File: src/rtl/add_sub_iter_pkg.sv
// Shared execute package for the iterative add/sub/logic unit.
// Holds the operation encodings, the FSM state encoding and the bit
// positions of the ZF/SF/OF flags inside the cf/cc vectors.
package add_sub_iter_pkg;

    typedef enum logic [1:0] {
        OP_ADD = 2'b00,
        OP_SUB = 2'b01,
        OP_AND = 2'b10,
        OP_XOR = 2'b11
    } op_t;

    typedef enum logic [1:0] {
        ST_IDLE = 2'b00,
        ST_RUN  = 2'b01,
        ST_DONE = 2'b10
    } state_t;

    // Flag bit indices inside cf and cc.
    localparam int F_ZF = 0;
    localparam int F_SF = 1;
    localparam int F_OF = 2;

endpackage

File: src/rtl/add_sub_iter_add_chunk.sv
// add_chunk: CHUNK-bit ripple-carry adder slice.
// Ports:
//   a, b   : CHUNK-bit addends
//   cin    : carry into bit 0
//   sum    : CHUNK-bit sum
//   cout   : carry out of the top bit
//   c_msb  : carry into the top bit (used for signed overflow detection)
module add_chunk #(
    parameter int CHUNK = 16
) (
    input  logic [CHUNK-1:0] a,
    input  logic [CHUNK-1:0] b,
    input  logic             cin,
    output logic [CHUNK-1:0] sum,
    output logic             cout,
    output logic             c_msb
);

    always_comb begin
        logic c;
        sum   = '0;
        c_msb = 1'b0;
        c     = cin;
        for (int i = 0; i < CHUNK; i++) begin
            if (i == CHUNK - 1) begin
                c_msb = c;
            end
            sum[i] = a[i] ^ b[i] ^ c;
            c      = (a[i] & b[i]) | (a[i] & c) | (b[i] & c);
        end
        cout = c;
    end

endmodule

File: src/rtl/add_sub_iter.sv
// add_sub_iter: iterative add / sub / and / xor unit processing CHUNK bits
// per cycle, least-significant slice first, through a single reused
// add_chunk slice.
//
// Handshake: a request transfers on a rising edge where in_valid and
// in_ready are both 1; a result transfers on a rising edge where out_valid
// and out_ready are both 1. in_ready is high only in IDLE and out_valid only
// in DONE; out/cf stay stable while out_valid waits for out_ready.
//
// Ports:
//   clk, rst_n      : clock, asynchronous active-low reset
//   in_valid/ready  : request handshake
//   op, a, b        : operation (add/sub/and/xor) and WIDTH-bit operands
//   set_cc          : load cc with this result's flags on completion
//   out_valid/ready : result handshake
//   out             : WIDTH-bit result
//   cf              : flags of the current result {OF, SF, ZF}
//   cc              : persistent condition-code register
//   dbg_state       : current FSM state for observation
module add_sub_iter
    import add_sub_iter_pkg::*;
#(
    parameter int WIDTH = 64,
    parameter int CHUNK = 16
) (
    input  logic             clk,
    input  logic             rst_n,
    input  logic             in_valid,
    output logic             in_ready,
    input  logic [1:0]       op,
    input  logic [WIDTH-1:0] a,
    input  logic [WIDTH-1:0] b,
    input  logic             set_cc,
    output logic             out_valid,
    input  logic             out_ready,
    output logic [WIDTH-1:0] out,
    output logic [2:0]       cf,
    output logic [2:0]       cc,
    output state_t           dbg_state
);

    localparam int NCHUNK = WIDTH / CHUNK;
    // Index counts 0..NCHUNK: NCHUNK slice cycles plus one finalize cycle.
    localparam int IDX_W  = $clog2(NCHUNK + 1);
    localparam logic [IDX_W-1:0] LAST_IDX = IDX_W'(NCHUNK - 1);
    localparam logic [IDX_W-1:0] FIN_IDX  = IDX_W'(NCHUNK);

    state_t           state;
    op_t              op_r;
    logic             set_cc_r;
    logic [WIDTH-1:0] opa;
    logic [WIDTH-1:0] opb;
    logic [WIDTH-1:0] acc;
    logic             carry;
    logic             of_r;
    logic [IDX_W-1:0] idx;

    logic [CHUNK-1:0] add_sum;
    logic             add_cout;
    logic             add_cmsb;
    logic [CHUNK-1:0] chunk_res;
    logic [WIDTH-1:0] chunk_ext;
    logic [WIDTH-1:0] acc_next;
    logic [2:0]       fin_flags;
    logic             is_arith;

    assign dbg_state = state;
    assign is_arith  = (op_r == OP_ADD) || (op_r == OP_SUB);

    // Operands are shifted right each cycle, so the active slice is always
    // the low CHUNK bits.
    add_chunk #(.CHUNK(CHUNK)) u_add_chunk (
        .a     (opa[CHUNK-1:0]),
        .b     (opb[CHUNK-1:0]),
        .cin   (carry),
        .sum   (add_sum),
        .cout  (add_cout),
        .c_msb (add_cmsb)
    );

    always_comb begin
        chunk_res = add_sum;
        case (op_r)
            OP_AND:  chunk_res = opa[CHUNK-1:0] & opb[CHUNK-1:0];
            OP_XOR:  chunk_res = opa[CHUNK-1:0] ^ opb[CHUNK-1:0];
            default: chunk_res = add_sum;
        endcase
    end

    // New slice enters at the top of the accumulator; after NCHUNK cycles
    // the slices sit in their natural positions.
    always_comb begin
        chunk_ext                = '0;
        chunk_ext[CHUNK-1:0]     = chunk_res;
        acc_next = (acc >> CHUNK) | (chunk_ext << (WIDTH - CHUNK));
    end

    always_comb begin
        fin_flags       = 3'b000;
        fin_flags[F_ZF] = (acc == '0);
        fin_flags[F_SF] = acc[WIDTH-1];
        fin_flags[F_OF] = of_r;
    end

    always_ff @(posedge clk or negedge rst_n) begin
        if (!rst_n) begin
            state     <= ST_IDLE;
            op_r      <= OP_ADD;
            set_cc_r  <= 1'b0;
            opa       <= '0;
            opb       <= '0;
            acc       <= '0;
            carry     <= 1'b0;
            of_r      <= 1'b0;
            idx       <= '0;
            out       <= '0;
            cf        <= 3'b000;
            cc        <= 3'b000;
            in_ready  <= 1'b0;
            out_valid <= 1'b0;
        end else begin
            case (state)
                ST_IDLE: begin
                    // in_ready comes up on the first edge spent in IDLE.
                    in_ready <= 1'b1;
                    if (in_valid && in_ready) begin
                        op_r     <= op_t'(op);
                        set_cc_r <= set_cc;
                        opa      <= a;
                        // Subtract is a + ~b + 1: invert b here, +1 via carry.
                        opb      <= (op_t'(op) == OP_SUB) ? ~b : b;
                        carry    <= (op_t'(op) == OP_SUB);
                        acc      <= '0;
                        of_r     <= 1'b0;
                        idx      <= '0;
                        in_ready <= 1'b0;
                        state    <= ST_RUN;
                    end
                end
                ST_RUN: begin
                    if (idx != FIN_IDX) begin
                        acc   <= acc_next;
                        opa   <= opa >> CHUNK;
                        opb   <= opb >> CHUNK;
                        carry <= add_cout;
                        if (idx == LAST_IDX) begin
                            of_r <= is_arith & (add_cmsb ^ add_cout);
                        end
                        idx <= idx + IDX_W'(1);
                    end else begin
                        out       <= acc;
                        cf        <= fin_flags;
                        if (set_cc_r) begin
                            cc <= fin_flags;
                        end
                        out_valid <= 1'b1;
                        state     <= ST_DONE;
                    end
                end
                ST_DONE: begin
                    if (out_ready) begin
                        out_valid <= 1'b0;
                        in_ready  <= 1'b1;
                        state     <= ST_IDLE;
                    end
                end
                default: begin
                    state     <= ST_IDLE;
                    in_ready  <= 1'b0;
                    out_valid <= 1'b0;
                end
            endcase
        end
    end

endmodule

File: config.mk
export PLATFORM = sky130hd
export DESIGN_NAME = add_sub_iter
export DESIGN_NICKNAME = d
export VERILOG_FILES = /design/src/rtl/add_sub_iter_pkg.sv /design/src/rtl/add_sub_iter_add_chunk.sv /design/src/rtl/add_sub_iter.sv
export SDC_FILE = /design/constraint.sdc
export NUM_CORES = 1
export LEC_CHECK = 0
export ABC_AREA = 1
export CAP_MARGIN = 20
export CELL_PAD_IN_SITES_DETAIL_PLACEMENT = 1
export CELL_PAD_IN_SITES_GLOBAL_PLACEMENT = 1
export CORE_ASPECT_RATIO = 0.8
export CORE_MARGIN = 10
export CORE_UTILIZATION = 35
export DETAILED_ROUTE_END_ITERATION = 7
export PLACE_DENSITY = 0.81
export SLEW_MARGIN = 20
export SYNTH_ARGS = -nofsm -noshare
export SYNTH_HDL_FRONTEND = slang
export SYNTH_SLANG_ARGS = --single-unit
File: constraint.sdc
create_clock -name clk -period 18.3 [get_ports clk]
set_input_delay 5.49 -clock clk [delete_from_list [all_inputs] [get_ports clk]]
set_output_delay 5.49 -clock clk [all_outputs]
set_load 0.05 [all_outputs]
## After elaboration in Yosys (flattened, before gate mapping)

Cells that the tools add are included.

- $add $sub $neg: 1
- Eq/ne operators: 13
- Mux-type cells: 31
- Bitwise logic cells: 121
- Reductions and logical operators: 14

Operator list:

| operator | count |
|---|---|
| $mux W64 | 7 |
| $pmux W64 S2 | 3 |
| $logic_not A64 Y1 | 1 |
| $not A64 Y64 | 1 |
| $or A48 B64 Y64 | 1 |
| $and A1 B1 Y1 | 49 |
| $xor A1 B1 Y1 | 33 |
| $or A1 B1 Y1 | 32 |
| $pmux W16 S2 | 1 |
| $and A16 B16 Y16 | 1 |
| $xor A16 B16 Y16 | 1 |
| $reduce_and A3 Y1 | 4 |
| $ne A2 B2 Y1 const B | 5 |
| $mux W1 | 9 |
| $eq A2 B1 Y1 const B | 3 |
| $eq A2 B2 Y1 const B | 3 |
| $mux W2 | 3 |
| $mux W3 | 2 |
| $pmux W1 S3 | 2 |
| $pmux W2 S3 | 1 |
| $pmux W3 S2 | 1 |
| $reduce_and A2 Y1 | 3 |
| $logic_not A2 Y1 | 2 |
| $pmux W1 S2 | 2 |
| other kinds (8) | 10 |

- Register bits after elaboration: 274
- Input port bits: 135
- Output and inout bits: 74
- Word-level logic and storage cells: 194

## Logic depth before layout (Yosys ltp)

- Depth in word-level cells: 53
- Gate-level depth with buffers: 22
- Gate-level depth less buffers: 22

## Modules after synthesis

From an unflattened synthesis, not the netlist that was laid out.

- Cells, all modules: 1438
- Area total of the unflattened synthesis: 12743.5 um^2

By module, submodules not included:

| module | instances | cells each | area each (um^2) | seq. area each (um^2) |
|---|---|---|---|---|
| add_sub_iter | 1 | 1412 | 12385.6 | 6831.6 |
| add_chunk | 1 | 26 | 357.8 | 0.0 |

## Worst setup path after synthesis

OpenSTA, ideal clock, no wires.

- Path type: reg2reg
- Start point: reg opa[0]
- End point: reg acc[63]
- Setup time: 0.131 ns
- Arrival: 6.666 ns
- Required time: 18.169 ns
- Path slack: 11.503 ns
- Cell stages (with the launch flop): 23
- Buffers on the path: 0
- Period minus slack after synthesis: 6.797 ns
- Cell sequence: dfrtp_1 fa_1 inv_1 fa_1 fa_1 fa_1 fa_1 fa_1 fa_1 fa_1 fa_1 fa_1 fa_1 fa_1 fa_1 fa_1 fa_1 inv_1 fa_1 nor2_1 nor2_1 o2111ai_1 o21ai_0

- Longest elaborated chain between the ends: 50
- Elaborated cells on any way between the ends: 65
- Classes of those cells: 3 x mux; 62 x bitwise

RTL lines:

| element | line | RTL |
|---|---|---|
| start, declared | add_sub_iter.sv:51 | `logic [WIDTH-1:0] opa;` |
| start signal, assigned | add_sub_iter.sv:143 | `opa <= opa >> CHUNK;` |
| $and A1 B1 Y1 | add_sub_iter_add_chunk.sv:29 | `c = (a[i] & b[i]) \| (a[i] & c) \| (b[i] & c);` |
| $or A1 B1 Y1 * (2 in a row) | add_sub_iter_add_chunk.sv:29 |  |
| $and A1 B1 Y1 | add_sub_iter_add_chunk.sv:29 |  |
| $or A1 B1 Y1 | add_sub_iter_add_chunk.sv:29 |  |
| $or A1 B1 Y1 * | add_sub_iter_add_chunk.sv:29 |  |
| $and A1 B1 Y1 | add_sub_iter_add_chunk.sv:29 |  |
| $or A1 B1 Y1 | add_sub_iter_add_chunk.sv:29 |  |
| $or A1 B1 Y1 * | add_sub_iter_add_chunk.sv:29 |  |
| [... 33 more ...] | - |  |
| $and A1 B1 Y1 | add_sub_iter_add_chunk.sv:29 |  |
| $or A1 B1 Y1 | add_sub_iter_add_chunk.sv:29 |  |
| $or A1 B1 Y1 * | add_sub_iter_add_chunk.sv:29 |  |
| $xor A1 B1 Y1 * | add_sub_iter_add_chunk.sv:28 | `sum[i] = a[i] ^ b[i] ^ c;` |
| $pmux W16 S2 * | add_sub_iter.sv:83 | `case (op_r)` |
| $or A48 B64 Y64 * | add_sub_iter.sv:95 | `acc_next = (acc >> CHUNK) \| (chunk_ext << (WIDTH - CHUNK));` |
| $mux W64 * | add_sub_iter.sv:141 | `if (idx != FIN_IDX) begin` |
| $pmux W64 S2 * | add_sub_iter.sv:122 | `case (state)` |
| end signal, assigned | add_sub_iter.sv:142 | `acc <= acc_next;` |
| end, declared | add_sub_iter.sv:53 | `logic [WIDTH-1:0] acc;` |

Every way passes the cells marked *; elsewhere a longest branch is shown, timed or not. The select of a mux whose other input is x is not followed.
A chain may end at the register's enable or synchronous reset.

## Final worst setup path

- Start point: in in_valid
- End point: reg opb[28]

- Longest elaborated chain between the ends: 3

RTL lines:

| element | line | RTL |
|---|---|---|
| start, declared | add_sub_iter.sv:28 | `input logic in_valid,` |
| $logic_and A1 B1 Y1 | add_sub_iter.sv:126 | `if (in_valid && in_ready) begin` |
| $ne A2 B2 Y1 (no line) | - |  |
| $reduce_and A3 Y1 (no line) | - |  |
| end signal, assigned | add_sub_iter.sv:131 | `opb <= (op_t'(op) == OP_SUB) ? ~b : b;` |
| end signal, assigned | add_sub_iter.sv:144 | `opb <= opb >> CHUNK;` |
| end, declared | add_sub_iter.sv:52 | `logic [WIDTH-1:0] opb;` |

Every way passes these cells.

==> flow_metrics.py <==
metrics = {
    "clock_network": {
        "cts.clk_slew.worst_paths_ps": 60,
        "clock_path_buffers": 3,
        "insertion_delay_ps": 570,
        "ctsResizeCount": 0,
        "numCtsBuffers": 30,
        "clock_sinks": 273,
        "htreeDepth": 1,
        "cts_tree": "done",
        "postCtsHoldBufs": 0,
        "cts-root-buf": "clkbuf_16",
        "cts_setup_buffers": 0,
    },
    "worst_setup_path": {
        "cp_top_family": "buffers and inverters",
        "startpoint_type": "input port",
        "crit_path_top_delay_cell": "clkinv_2",
        "rrSetupSlack_ps": 10870,
        "critPathKind": "input port to flop",
        "crit_required_ps": 18720,
        "crit_fanout": 140,
        "worst-path-buf-inv": 2,
        "path_cells": "clkdlybuf4s50_1 -> nand3_2 -> nand2_8 -> clkinv_2 -> a21oi_1 -> a21oi_1",
        "max_stage_delay_ps": 990,
        "worstSetupEndpointType": "flop",
        "cpMostUsedCell": "a21oi_1",
        "critPathArrivalTime_ps": 9070,
    },
    "synth": {
        "netlist_area_mm2": 0.0127,
        "synth_top_area_frac": 0.539,
        "synth_area_leaders": "dfrtp_1, nand2_1, o21ai_0",
        "ys_seq_area_frac": 0.539,
        "synth.distinct_cells": 33,
        "yosys_warnings": 0,
        "synth_largest_area_cell": "dfrtp_1",
        "synth_seq_cells": 273,
        "syn-instance-count": 1391,
        "synth_nets": 1561,
        "avgSynthCellArea_um2": 9.12,
    },
    "route": {
        "drt_first_pass_iters": 5,
        "wire_per_inst_um": 19.0,
        "vias": 10300,
        "drt_iter0_markers": 737,
        "drc": 0,
        "vias_per_cell": 5.00,
        "ant_nets": 0,
        "wirelength_um": 39000,
    },
    "power": {
        "p_leak_nw": 7.10,
        "power_density_mw_per_mm2": 195,
        "power_mw": 3.12,
        "ir_drop_v": 0.000102,
    },
    "cells_and_area": {
        "post-route-util": 0.447,
        "areaGrowthSynthToFinish_pct": 26.3,
        "layout.nets": 1719,
        "final_cell_mix": "dfrtp_1, nand2_1, clkdlybuf4s50_1, o21ai_0, inv_1",
        "final_common_cell": "dfrtp_1",
        "n_antenna_cell": 0,
        "drive_gt1_frac": 0.0490,
        "filler_cell_count": 4157,
    },
    "placed_design": {
        "place_congestion": 0.800,
        "numPortBuffers": 208,
        "dpl_worst_slack_ps": 9470,
        "dp_hpwl_um": 27000,
    },
    "sta": {
        "fin_ws_ps": 9650,
        "fin_crit_ps": 8650,
        "holdWs_ps": 483,
        "fmax_mhz": 116,
        "worstMarginPinSlew_ps": 1020,
        "rsz0062_at_grt": "false",
        "skew_ps": 15.0,
        "fin_crit_sh": 0.473,
        "finalMaxSlewViolations": 0,
        "timing.final.hold_violations": 0,
        "final.setup.tns_ps": 0,
        "setup_violations": 0,
        "relSlewSlack": 0.320,
    },
    "die": {
        "die_x_um": 233,
        "initial_utilization": 0.354,
        "num_io_pins": 209,
        "dieArea_mm2": 0.0443,
        "num_rows": 62,
        "die_h_um": 190,
        "core_area_mm2": 0.0358,
    },
    "job": {
        "maxCapViolCount": 0,
    },
    "global_routing": {
        "grt-ovfl-total": 0,
        "grtUsageTotal": 0.174,
        "grt_first_pass_wirelength_um": 62200,
        "antenna_found_initial": 1,
        "grt_pass1_vias": 11200,
        "grt_max_degree": 141,
    },
    "status": {
        "outcome": "completed",
    },
    "worst_hold_path": {
        "min-delay-path-class": "flop to flop",
    },
}
Yosys cell counts:
cell / n
nand2_1: 244
clkbuf_2: 5
xor2_1: 14
inv_4: 1
buf_6: 4
nand2_2: 1
inv_2: 2
ha_1: 19
nand3_2: 2
o211ai_1: 44
o21ai_1: 4
o2bb2ai_1: 1
nand3b_1: 9
inv_1: 160
buf_2: 29
o2111ai_1: 11
nor3_1: 1
a31oi_1: 3
fa_1: 16
nand3_1: 7
o22ai_1: 61
a21oi_1: 101
buf_4: 14
or2_2: 9
a22o_1: 1
dfrtp_1: 273
buf_1: 3
nand2_4: 2
xnor2_1: 40
o21ai_0: 167
clkbuf_1: 34
nor2_1: 108
o31ai_1: 1
worst register-to-register path: stages, from the launching register on:
cell       delay, ps
dfrtp_1          440
fa_1             210
inv_1             50
fa_1             390
fa_1             400
fa_1             420
fa_1             430
fa_1             400
fa_1             410
fa_1             390
fa_1             380
fa_1             410
fa_1             420
fa_1             400
fa_1             390
fa_1             380
fa_1             420
inv_1             90
fa_1             410
nor2_1           100
nor2_1            50
o2111ai_1        140
o21ai_0          150
routing by layer:
metal	wire (um)	vias to the layer above	GRT usage
met3	1970	44	0.0375
met5	19	-	0
met4	734	2	0.0347
met2	19000	196	0.300
li1	-	4861	-
met1	17300	5159	0.222
power breakdown:
| part | internal [mW] | switching [mW] | total (mW) |
|---|---|---|---|
| clock | 0.374 | 0.252 | 0.626 |
| sequential | 0.863 | 0.153 | 1.02 |
| combinational | 0.487 | 0.994 | 1.48 |
| total | 1.72 | 1.40 | 3.12 |
per-stage QoR:
stage	area (um^2)	std cells
3_5_place_dp	15000	1997
6_report	16000	2051
2_1_floorplan	12700	1391
5_1_grt	16000	2051
3_3_place_gp	15000	1997
4_1_cts	16000	2051
sequential cells by signal, summed over array words and instances, names as in the netlist, 2 cells and up:
name       flops
acc           64
cc             3
cf             3
dbg_state      2
idx            3
op_r           2
opa           64
opb           64
out           63
area by class of cell:
class / count / area (um^2) / area share
multi-input cells: 866 / 4810 / 0.300
clock inverters: 13 / 158 / 0.00984
inverters: 163 / 616 / 0.0384
clock buffers: 41 / 872 / 0.0544
flip-flops and latches: 273 / 6830 / 0.426
well taps: 480 / 601 / 0.0375
repair buffers: 215 / 2140 / 0.134
path summary, 6_finish.rpt:
check | startpoint | end | cells past startpoint
setup / recovery | in_valid | opb[28] | 6
hold / removal | opb[34] | opb[34] | 2
setup reg to reg | opa[0] | acc[63] | 22
hold reg to reg | opb[34] | opb[34] | 2
max in group asynchronous | rst_n | opb[3] | 2
min in group asynchronous | rst_n | cc[2] | 1
cell families (layout without fill, tap and decap cells):
family | Yosys count | after routing | synth area share
DFF | 273 | 273 | 0.539
AOI/OAI and AO/OA | 394 | 394 | 0.175
xor gates and xnor gates | 54 | 54 | 0.0373
buffers and inverters | 252 | 432 | 0.0846
adders and majority gates | 35 | 35 | 0.0440
and+or+nand+nor | 383 | 383 | 0.121
(Power assumes the default switching activity.)
